**config.mk**
```make
export PLATFORM = sky130hd
export DESIGN_NAME = operand_stage_flat
export DESIGN_NICKNAME = d
export VERILOG_FILES = /design/src/rtl/cpu_pkg.sv /design/src/rtl/operand_stage_if.sv /design/src/rtl/regfile_2r1w.sv /design/src/rtl/operand_stage.sv /design/src/flat_wrapper.sv
export SDC_FILE = /design/constraint.sdc
export NUM_CORES = 2
export LEC_CHECK = 0
export ABC_CLOCK_PERIOD_IN_PS = 2100
export BUFFER_PORTS_ARGS = -buffer_cell sky130_fd_sc_hd__buf_2
export CORE_UTILIZATION = 57
export CTS_CLUSTER_DIAMETER = 200
export DETAILED_ROUTE_END_ITERATION = 16
export PLACE_DENSITY = 0.77
export SYNTH_ARGS = -nofsm -noshare
export SYNTH_HDL_FRONTEND = slang
export SYNTH_SLANG_ARGS = --single-unit
```
**constraint.sdc**
```tcl
create_clock -name clk -period 2.1 [get_ports clk]
set_clock_uncertainty 0.05 [all_clocks]
set_input_delay 0.315 -clock clk [delete_from_list [all_inputs] [get_ports clk]]
set_output_delay 0.315 -clock clk [all_outputs]
set_load 0.005 [all_outputs]
```
**src/rtl/cpu_pkg.sv**
```systemverilog
// Shared constants, the O/E latch record and small helpers for the operand stage.
package cpu_pkg;

    localparam int unsigned REG_AW    = 6;
    localparam int unsigned NREGS     = 64;
    // The latch record carries the opcode at a fixed maximum width; the stage
    // narrows it to its own OPC_W parameter.
    localparam int unsigned OPC_MAX_W = 16;
    localparam int unsigned NOP_OPC   = 0;
    localparam int unsigned CNT_W     = 16;

    typedef struct packed {
        logic                 valid;
        logic [OPC_MAX_W-1:0] opcode;
        logic [REG_AW-1:0]    ra;
        logic [REG_AW-1:0]    rb;
        logic [REG_AW-1:0]    rc;
        logic                 read;
        logic                 write;
    } latch_t;

    // Increment that sticks at all-ones instead of wrapping.
    function automatic logic [CNT_W-1:0] sat_inc(input logic [CNT_W-1:0] v);
        return (v == '1) ? v : v + CNT_W'(1);
    endfunction

endpackage

```
**src/rtl/operand_stage_if.sv**
```systemverilog
// Decode, write-back, hazard-unit and execute signals of the operand stage.
interface operand_stage_if
    import cpu_pkg::*;
#(
    parameter int unsigned DATA_W = 16,
    parameter int unsigned OPC_W  = 6
);

    // Decode side
    logic              dec_valid;
    logic [OPC_W-1:0]  dec_opcode;
    logic [REG_AW-1:0] dec_ra;
    logic [REG_AW-1:0] dec_rb;
    logic [REG_AW-1:0] dec_rc;
    logic              dec_read;
    logic              dec_write;
    logic              dec_ready;

    // Write-back side
    logic              wb_en;
    logic [REG_AW-1:0] wb_addr;
    logic [DATA_W-1:0] wb_data;

    // Hazard unit
    logic              hold_registers;
    logic              TreadOperand;
    logic [REG_AW-1:0] operandAbus;
    logic [REG_AW-1:0] operandBbus;
    logic              TwriteExecute;
    logic [REG_AW-1:0] executeCbus;

    // Execute side
    logic              ex_valid;
    logic [OPC_W-1:0]  ex_opcode;
    logic [DATA_W-1:0] ex_a;
    logic [DATA_W-1:0] ex_b;
    logic [REG_AW-1:0] ex_rc;
    logic              ex_write;

    // Surrounding pipeline: decode, write-back and hazard unit.
    modport master (
        output dec_valid, dec_opcode, dec_ra, dec_rb, dec_rc, dec_read, dec_write,
        output wb_en, wb_addr, wb_data, hold_registers,
        input  dec_ready, TreadOperand, operandAbus, operandBbus, TwriteExecute,
        input  executeCbus, ex_valid, ex_opcode, ex_a, ex_b, ex_rc, ex_write
    );

    // The operand stage itself.
    modport slave (
        input  dec_valid, dec_opcode, dec_ra, dec_rb, dec_rc, dec_read, dec_write,
        input  wb_en, wb_addr, wb_data, hold_registers,
        output dec_ready, TreadOperand, operandAbus, operandBbus, TwriteExecute,
        output executeCbus, ex_valid, ex_opcode, ex_a, ex_b, ex_rc, ex_write
    );

endinterface

```
**src/rtl/regfile_2r1w.sv**
```systemverilog
// 64-entry register file: two combinational read ports with write-back bypass,
// one write port, register 0 hard-wired to zero, asynchronous clear.
module regfile_2r1w
    import cpu_pkg::*;
#(
    parameter int unsigned DATA_W = 16
) (
    input  logic              clk,
    input  logic              reset_n,
    input  logic [REG_AW-1:0] ra_addr_i,
    input  logic [REG_AW-1:0] rb_addr_i,
    output logic [DATA_W-1:0] ra_data_o,
    output logic [DATA_W-1:0] rb_data_o,
    input  logic              we_i,
    input  logic [REG_AW-1:0] waddr_i,
    input  logic [DATA_W-1:0] wdata_i
);

    logic [DATA_W-1:0] mem_q [NREGS];

    // Write port; writes to r0 are dropped so it stays zero.
    always_ff @(posedge clk or negedge reset_n) begin
        if (!reset_n) begin
            for (int i = 0; i < NREGS; i++) begin
                mem_q[i] <= '0;
            end
        end else if (we_i && (waddr_i != '0)) begin
            mem_q[waddr_i] <= wdata_i;
        end
    end

    // Read ports: r0 reads zero, a same-cycle write to the address bypasses the file.
    always_comb begin
        ra_data_o = '0;
        rb_data_o = '0;
        if (ra_addr_i != '0) begin
            ra_data_o = (we_i && (waddr_i == ra_addr_i)) ? wdata_i : mem_q[ra_addr_i];
        end
        if (rb_addr_i != '0) begin
            rb_data_o = (we_i && (waddr_i == rb_addr_i)) ? wdata_i : mem_q[rb_addr_i];
        end
    end

endmodule

```
**src/rtl/operand_stage.sv**
```systemverilog
// Operand-fetch stage: O latch, register read with bypass, E latch, stall
// qualification for the hazard unit and a saturating stall counter.
module operand_stage
    import cpu_pkg::*;
#(
    parameter int unsigned DATA_W = 16,
    parameter int unsigned OPC_W  = 6
) (
    input  logic             clk,
    input  logic             reset_n,
    operand_stage_if.slave   bus,
    output logic [CNT_W-1:0] stall_count
);

    latch_t            o_q, o_d;
    logic              ex_valid_q, ex_valid_d;
    logic              ex_write_q, ex_write_d;
    logic [OPC_W-1:0]  ex_opc_q, ex_opc_d;
    logic [REG_AW-1:0] ex_rc_q, ex_rc_d;
    logic [DATA_W-1:0] ex_a_q, ex_a_d;
    logic [DATA_W-1:0] ex_b_q, ex_b_d;
    logic [CNT_W-1:0]  cnt_q, cnt_d;
    logic [DATA_W-1:0] rd_a, rd_b;
    logic              stall;

    regfile_2r1w #(
        .DATA_W (DATA_W)
    ) u_regfile (
        .clk       (clk),
        .reset_n   (reset_n),
        .ra_addr_i (o_q.ra),
        .rb_addr_i (o_q.rb),
        .ra_data_o (rd_a),
        .rb_data_o (rd_b),
        .we_i      (bus.wb_en),
        .waddr_i   (bus.wb_addr),
        .wdata_i   (bus.wb_data)
    );

    assign bus.TreadOperand  = o_q.valid & o_q.read;
    assign bus.operandAbus   = o_q.ra;
    assign bus.operandBbus   = o_q.rb;
    assign bus.TwriteExecute = ex_valid_q & ex_write_q;
    assign bus.executeCbus   = ex_rc_q;

    // hold_registers is stale whenever the hazard unit has nothing to compare,
    // so it only counts while O reads and E writes.
    assign stall         = bus.hold_registers & bus.TreadOperand & bus.TwriteExecute;
    assign bus.dec_ready = ~stall;

    assign bus.ex_valid  = ex_valid_q;
    assign bus.ex_write  = ex_write_q;
    assign bus.ex_opcode = ex_opc_q;
    assign bus.ex_rc     = ex_rc_q;
    assign bus.ex_a      = ex_a_q;
    assign bus.ex_b      = ex_b_q;
    assign stall_count   = cnt_q;

    // O latch next state: load decode unless stalled; an empty slot empties O.
    always_comb begin
        o_d = o_q;
        if (!stall) begin
            o_d.valid  = bus.dec_valid;
            o_d.opcode = OPC_MAX_W'(bus.dec_opcode);
            o_d.ra     = bus.dec_ra;
            o_d.rb     = bus.dec_rb;
            o_d.rc     = bus.dec_rc;
            o_d.read   = bus.dec_read;
            o_d.write  = bus.dec_write;
        end
    end

    // E latch and counter next state: stall or empty O produce an all-zero bubble.
    always_comb begin
        ex_valid_d = 1'b0;
        ex_write_d = 1'b0;
        ex_opc_d   = OPC_W'(NOP_OPC);
        ex_rc_d    = '0;
        ex_a_d     = '0;
        ex_b_d     = '0;
        cnt_d      = cnt_q;
        if (stall) begin
            cnt_d = sat_inc(cnt_q);
        end else if (o_q.valid) begin
            ex_valid_d = 1'b1;
            ex_write_d = o_q.write;
            ex_opc_d   = OPC_W'(o_q.opcode);
            ex_rc_d    = o_q.rc;
            if (o_q.read) begin
                ex_a_d = rd_a;
                ex_b_d = rd_b;
            end
        end
    end

    // O latch register.
    always_ff @(posedge clk or negedge reset_n) begin
        if (!reset_n) begin
            o_q <= '0;
        end else begin
            o_q <= o_d;
        end
    end

    // E latch register.
    always_ff @(posedge clk or negedge reset_n) begin
        if (!reset_n) begin
            ex_valid_q <= 1'b0;
            ex_write_q <= 1'b0;
            ex_opc_q   <= OPC_W'(NOP_OPC);
            ex_rc_q    <= '0;
            ex_a_q     <= '0;
            ex_b_q     <= '0;
        end else begin
            ex_valid_q <= ex_valid_d;
            ex_write_q <= ex_write_d;
            ex_opc_q   <= ex_opc_d;
            ex_rc_q    <= ex_rc_d;
            ex_a_q     <= ex_a_d;
            ex_b_q     <= ex_b_d;
        end
    end

    // Stall counter register.
    always_ff @(posedge clk or negedge reset_n) begin
        if (!reset_n) begin
            cnt_q <= '0;
        end else begin
            cnt_q <= cnt_d;
        end
    end

endmodule
```
**src/flat_wrapper.sv**
```systemverilog
// flat-port wrapper written by rule: the top's interface ports become plain ports
module operand_stage_flat import cpu_pkg::*;
#(
    parameter int unsigned DATA_W = 16,
    parameter int unsigned OPC_W  = 6
)
  (clk, reset_n, stall_count, bus_dec_valid, bus_dec_opcode, bus_dec_ra, bus_dec_rb, bus_dec_rc, bus_dec_read, bus_dec_write, bus_wb_en, bus_wb_addr, bus_wb_data, bus_hold_registers, bus_dec_ready, bus_TreadOperand, bus_operandAbus, bus_operandBbus, bus_TwriteExecute, bus_executeCbus, bus_ex_valid, bus_ex_opcode, bus_ex_a, bus_ex_b, bus_ex_rc, bus_ex_write);
  operand_stage_if #(.DATA_W(DATA_W), .OPC_W(OPC_W)) bus_i ();
  input  logic clk;
  input  logic reset_n;
  output logic [CNT_W-1:0] stall_count;
  input wire logic [$bits(bus_i.dec_valid)-1:0] bus_dec_valid;
  input wire logic [$bits(bus_i.dec_opcode)-1:0] bus_dec_opcode;
  input wire logic [$bits(bus_i.dec_ra)-1:0] bus_dec_ra;
  input wire logic [$bits(bus_i.dec_rb)-1:0] bus_dec_rb;
  input wire logic [$bits(bus_i.dec_rc)-1:0] bus_dec_rc;
  input wire logic [$bits(bus_i.dec_read)-1:0] bus_dec_read;
  input wire logic [$bits(bus_i.dec_write)-1:0] bus_dec_write;
  input wire logic [$bits(bus_i.wb_en)-1:0] bus_wb_en;
  input wire logic [$bits(bus_i.wb_addr)-1:0] bus_wb_addr;
  input wire logic [$bits(bus_i.wb_data)-1:0] bus_wb_data;
  input wire logic [$bits(bus_i.hold_registers)-1:0] bus_hold_registers;
  output wire logic [$bits(bus_i.dec_ready)-1:0] bus_dec_ready;
  output wire logic [$bits(bus_i.TreadOperand)-1:0] bus_TreadOperand;
  output wire logic [$bits(bus_i.operandAbus)-1:0] bus_operandAbus;
  output wire logic [$bits(bus_i.operandBbus)-1:0] bus_operandBbus;
  output wire logic [$bits(bus_i.TwriteExecute)-1:0] bus_TwriteExecute;
  output wire logic [$bits(bus_i.executeCbus)-1:0] bus_executeCbus;
  output wire logic [$bits(bus_i.ex_valid)-1:0] bus_ex_valid;
  output wire logic [$bits(bus_i.ex_opcode)-1:0] bus_ex_opcode;
  output wire logic [$bits(bus_i.ex_a)-1:0] bus_ex_a;
  output wire logic [$bits(bus_i.ex_b)-1:0] bus_ex_b;
  output wire logic [$bits(bus_i.ex_rc)-1:0] bus_ex_rc;
  output wire logic [$bits(bus_i.ex_write)-1:0] bus_ex_write;
  assign bus_i.dec_valid = bus_dec_valid;
  assign bus_i.dec_opcode = bus_dec_opcode;
  assign bus_i.dec_ra = bus_dec_ra;
  assign bus_i.dec_rb = bus_dec_rb;
  assign bus_i.dec_rc = bus_dec_rc;
  assign bus_i.dec_read = bus_dec_read;
  assign bus_i.dec_write = bus_dec_write;
  assign bus_i.wb_en = bus_wb_en;
  assign bus_i.wb_addr = bus_wb_addr;
  assign bus_i.wb_data = bus_wb_data;
  assign bus_i.hold_registers = bus_hold_registers;
  assign bus_dec_ready = bus_i.dec_ready;
  assign bus_TreadOperand = bus_i.TreadOperand;
  assign bus_operandAbus = bus_i.operandAbus;
  assign bus_operandBbus = bus_i.operandBbus;
  assign bus_TwriteExecute = bus_i.TwriteExecute;
  assign bus_executeCbus = bus_i.executeCbus;
  assign bus_ex_valid = bus_i.ex_valid;
  assign bus_ex_opcode = bus_i.ex_opcode;
  assign bus_ex_a = bus_i.ex_a;
  assign bus_ex_b = bus_i.ex_b;
  assign bus_ex_rc = bus_i.ex_rc;
  assign bus_ex_write = bus_i.ex_write;
  operand_stage #(.DATA_W(DATA_W), .OPC_W(OPC_W)) u_core (.clk(clk), .reset_n(reset_n), .bus(bus_i), .stall_count(stall_count));
endmodule
```
==> results.md <==
Synth:
- The mean instance size in the synthesized netlist is between 10 and 15 um^2.
- Counting every instance in the synthesized netlist gives a little over 4000.
- After synthesis, the largest family of logic cells by area is multiplexers.
- Of all flip-flops after synthesis, the portion carrying an async set or reset was 1.00.
- By count the netlist is led by sky130_fd_sc_hd__dfrtp_1, sky130_fd_sc_hd__mux2_2, sky130_fd_sc_hd__mux4_2.
- In the post-synthesis netlist, the biggest area contributors are sky130_fd_sc_hd__dfrtp_1, sky130_fd_sc_hd__mux2_2, sky130_fd_sc_hd__mux4_2.
- Of the total synthesized cell area, the portion taken by XOR and XNOR cells is 0.00404.
- The adder-cell share of the synthesized area is 0.000213.
- Synthesis produced a netlist with a net count of approximately 4200.
- The share of the Yosys chip area taken by registers is 0.475.
- The count of unique library cells instantiated by Yosys is 60.
- Synthesis inferred between 1000 and 1500 register bits.
- During synthesis, Yosys emitted a total of 0 warnings.
- The post-synthesis instance area is just under 0.06 mm^2.
- The synthesized-area fraction occupied by ao, oa, aoi and oai cells is 0.0515.
- The most used flip-flop cell after synthesis is sky130_fd_sc_hd__dfrtp_1.
- Of the post-synthesis cell area, the dominant cell type holds 0.475.
- The number of enable-type register cells in the synthesized netlist is 0.
- The most common cell in the synthesized netlist is sky130_fd_sc_hd__dfrtp_1.
- The share of synthesized cell area in and, or, nand and nor gates is 0.0305.
- The share of cell area taken by muxes after synthesis is 0.402.
- The largest total area in the synthesized netlist belongs to sky130_fd_sc_hd__dfrtp_1.

Clock network:
- Clock-pin slew was measured on the worst setup and hold paths at about 0.060 ns.
- The clock latency reported for the late side of the worst-skew pair is around 0.72 ns.
- The total clock buffers created by CTS is 115.
- The number of sinks handled by clock tree synthesis is 1113.
- The clock tree synthesis step divided the H-tree into 3 levels.
- The root buffer selected by CTS is sky130_fd_sc_hd__clkbuf_16.
- The CTS tree is built.
- Counting along the longest clock path gives a buffer depth of 3.

Final layout:
- The number of cells in the finished layout apart from fillers is between 6000 and 7000.
- The number of nets in the finished design is approximately 4900.
- The proportion of layout cells with a drive suffix above 1 is 0.593.
- Summing all non-filler instances in the final layout gives an area of ~0.074 mm^2.
- The area added between synthesis and finish is 26.3%.

Power:
- Dividing total power by cell area gives a power density of 816 mW/mm^2.
- Across the VDD grid, the largest voltage drop is roughly 0.69 mV.
- The final total power is approximately 60 mW.
- The leakage power total is about 34 nW.

Drt:
- After the first detailed-routing iteration, the DRC count stood at slightly below 6000.
- The residual DRC count is 0.
- Dividing the detail-routed via count by the number of cells gives 7.11.
- The remaining antenna violation count after routing is 0.
- The number of detailed-route iterations in the first pass is 7.
- The detailed router placed 44600 vias in this run.
- The final layout contains routed wiring with a total length of 211 mm.
- The average routed wire per standard cell is between 30 and 40 um.

Worst setup path:
- The number of cells on the worst reg-to-reg path is 8.
- STA classifies the critical path endpoint as a register.
- At the worst endpoint, the required time is roughly 2.7 ns.
- The category of the most critical setup path is reg -> reg.
- The highest net fanout along the worst path is 7.
- In this run the worst setup path begins at u_core.bus.operandAbus[0].
- Setup slack on the worst reg-to-reg path comes out at -0.65 ns.
- The worst register-to-register path ends at u_core.bus.ex_a[9].
- In this run the worst setup path terminates at u_core.bus.ex_a[9].
- STA classifies the critical path startpoint as a register.
- STA puts the critical path data arrival time at 3.31 ns.
- The startpoint identified for the worst register-to-register timing path is u_core.bus.operandAbus[0].

Min path:
- The path class of the tightest hold or removal check is in -> reg.
- The startpoint of the most critical hold path is bus_hold_registers.

Status:
- The final reports fail on setup timing.
- The flow ran to the end, but the final reports show violations.

Global routing:
- The number of global-route vias before repair came to between 40000 and 50000.
- Entering global routing, the biggest net connects 98 pins.
- The first global-routing pass estimated around 310 mm of wire.
- The met3 track utilization from global routing is 0.138.
- For this run, the total global-route usage over all layers was measured as 0.406.
- For this run, global-route usage on met2 was measured as 0.589.
- The layer flagged by global routing as most heavily used is met2.
- The leftover overflow at the end of global routing is 0.
- The number of antenna violations at the first check in global routing is 6.
- The met1 layer usage reported by global route is 0.523.

Floorplan:
- The floorplan step set the die height to around 320 um.
- The placeable core area is approximately 0.10 mm^2.
- The initial utilization of the core area, before any placement, comes to 0.575.
- The number of placement rows is around 120.
- The die outline width is between 300 and 400 um.
- The area enclosed by the die boundary is about 0.10 mm^2.
- Pin placement for this block handled 136 I/O pins.

Timing:
- Once routing completed, OpenROAD measured the worst setup slack at -0.654 ns.
- The top achievable clock speed is approximately 0.36 GHz.
- The part of the cycle the worst path needs is 1.31.
- The final-report hold violation count is 0.
- The slew at the pin closest to its max-slew limit is slightly below 1 ns.
- The setup violation total in the final timing report is 35.
- Hold is met by 0.0848 ns.
- Setup total negative slack on the finished layout was measured at -16.97 ns.
- Measured against its own limit, the worst slew margin works out to 0.348.
- The final critical delay including setup and external delays is roughly 2.8 ns.
- The number of max-slew violations in the final report is 0.
- Setup repair after global routing could not meet its margin everywhere.

Placement:
- Summing all placed instances gives a cell area of 0.0666 mm^2.
- The detailed placer's ending HPWL is approximately 140 mm.
- Counting tap cells, the placed design contains a total of around 5900 instances.
- The weighted congestion reported at the end of routability-driven placement is roughly 0.99.
- The count of buffers added on input and output ports is 135.

Job:
- The max-cap check violation count is 0.
final cells by class:
class | count | area (um^2)
tap | 1368 | 1710
sequential | 1113 | 27900
clock inverter | 43 | 552
timing repair buffer | 997 | 10300
multi-input combinational | 2569 | 30100
antenna | 3 | 7.51
fill | 5989 | 27900
inverter | 9 | 46.3
clock buffer | 164 | 3350
critical path, stage by stage (launching register included):
cell                        delay (ns)
sky130_fd_sc_hd__dfrtp_4          0.48
sky130_fd_sc_hd__buf_12           0.18
sky130_fd_sc_hd__buf_12           0.13
sky130_fd_sc_hd__buf_16           0.12
sky130_fd_sc_hd__mux4_2           0.48
sky130_fd_sc_hd__o21ai_1          0.25
sky130_fd_sc_hd__o211ai_1         0.46
sky130_fd_sc_hd__a2111oi_4        0.42
sky130_fd_sc_hd__nor2_1           0.06
per-layer routing:
layer / up-vias / share of wire
met5: - / 0.00022
met4: 8 / 0.076
met3: 941 / 0.13
met2: 3531 / 0.43
met1: 22900 / 0.36
li1: 17100 / -
sequential cells by signal (all words and copies together), names as in the netlist:
name	count
u_core.bus.ex_write	1
u_core.bus.ex_a	16
u_core.bus.ex_opcode	6
u_core.bus.ex_rc	6
u_core.bus.ex_valid	1
u_core.stall_count	16
u_core.o_q	15
u_core.bus.ex_b	16
u_core.bus.operandBbus	6
u_core.bus.operandAbus	6
u_core.u_regfile.mem_q	1024
cells in the final DEF, fill, tap and decap left out, drive strengths merged, types with 6 or more instances in the layout:
| cell | instances |
|---|---|
| mux2i | 229 |
| nand2 | 143 |
| o211ai | 17 |
| nand4 | 23 |
| a21oi | 47 |
| nand3 | 15 |
| clkbuf | 168 |
| bufinv | 12 |
| a211oi | 29 |
| bufbuf | 7 |
| a2111oi | 24 |
| mux2 | 1111 |
| dlygate4sd3 | 31 |
| inv | 12 |
| o221ai | 32 |
| o21ai | 109 |
| xor2 | 8 |
| nor2 | 82 |
| and3 | 15 |
| nor4 | 11 |
| a22oi | 65 |
| a221oi | 42 |
| nor2b | 26 |
| a21boi | 13 |
| clkinvlp | 7 |
| clkinv | 21 |
| a221o | 6 |
| mux4 | 390 |
| o22ai | 31 |
| nor3 | 10 |
| and2 | 10 |
| buf | 955 |
| xnor2 | 19 |
| nand2b | 14 |
| dfrtp | 1113 |
power breakdown:
group	switching [mW]	internal, mW
registers	2.24	24.1
logic	5.68	6.91
clock network	8.92	12.5
total	16.8	43.6
logic make-up after synthesis:
group	Yosys count
simple gates	374
mux	1730
xor+xnor	27
flops	1113
buf+inv	450
fa+ha+maj	1
compound gates	437
stage by stage:
stage	util	setup WS, ns
2_1_floorplan	-	-0.0522
3_3_place_gp	0.653	-1.24
3_5_place_dp	0.653	-1.42
4_1_cts	0.719	-0.509
5_1_grt	0.726	-0.706
6_report	0.726	-0.654
worst min path at each step:
stage | to | cells after the start
floorplan | u_core.bus.ex_a[0] | 0
global placement | u_core.u_regfile.mem_q[842] | 1
detailed placement | u_core.u_regfile.mem_q[842] | 1
CTS | u_core.bus.operandAbus[2] | 5
global route | u_core.u_regfile.mem_q[764] | 2
finish | u_core.bus.operandAbus[4] | 5
timing repair:
action,CTS,global route
setup endpoints to repair,39,37
buffers inserted,54,37
hold buffers,31,0
gates resized for setup,317,112
endpoints found under the hold margin,384,0
cloned,18,4
pin swaps,81,52
Power figures use the tool's default switching activity.
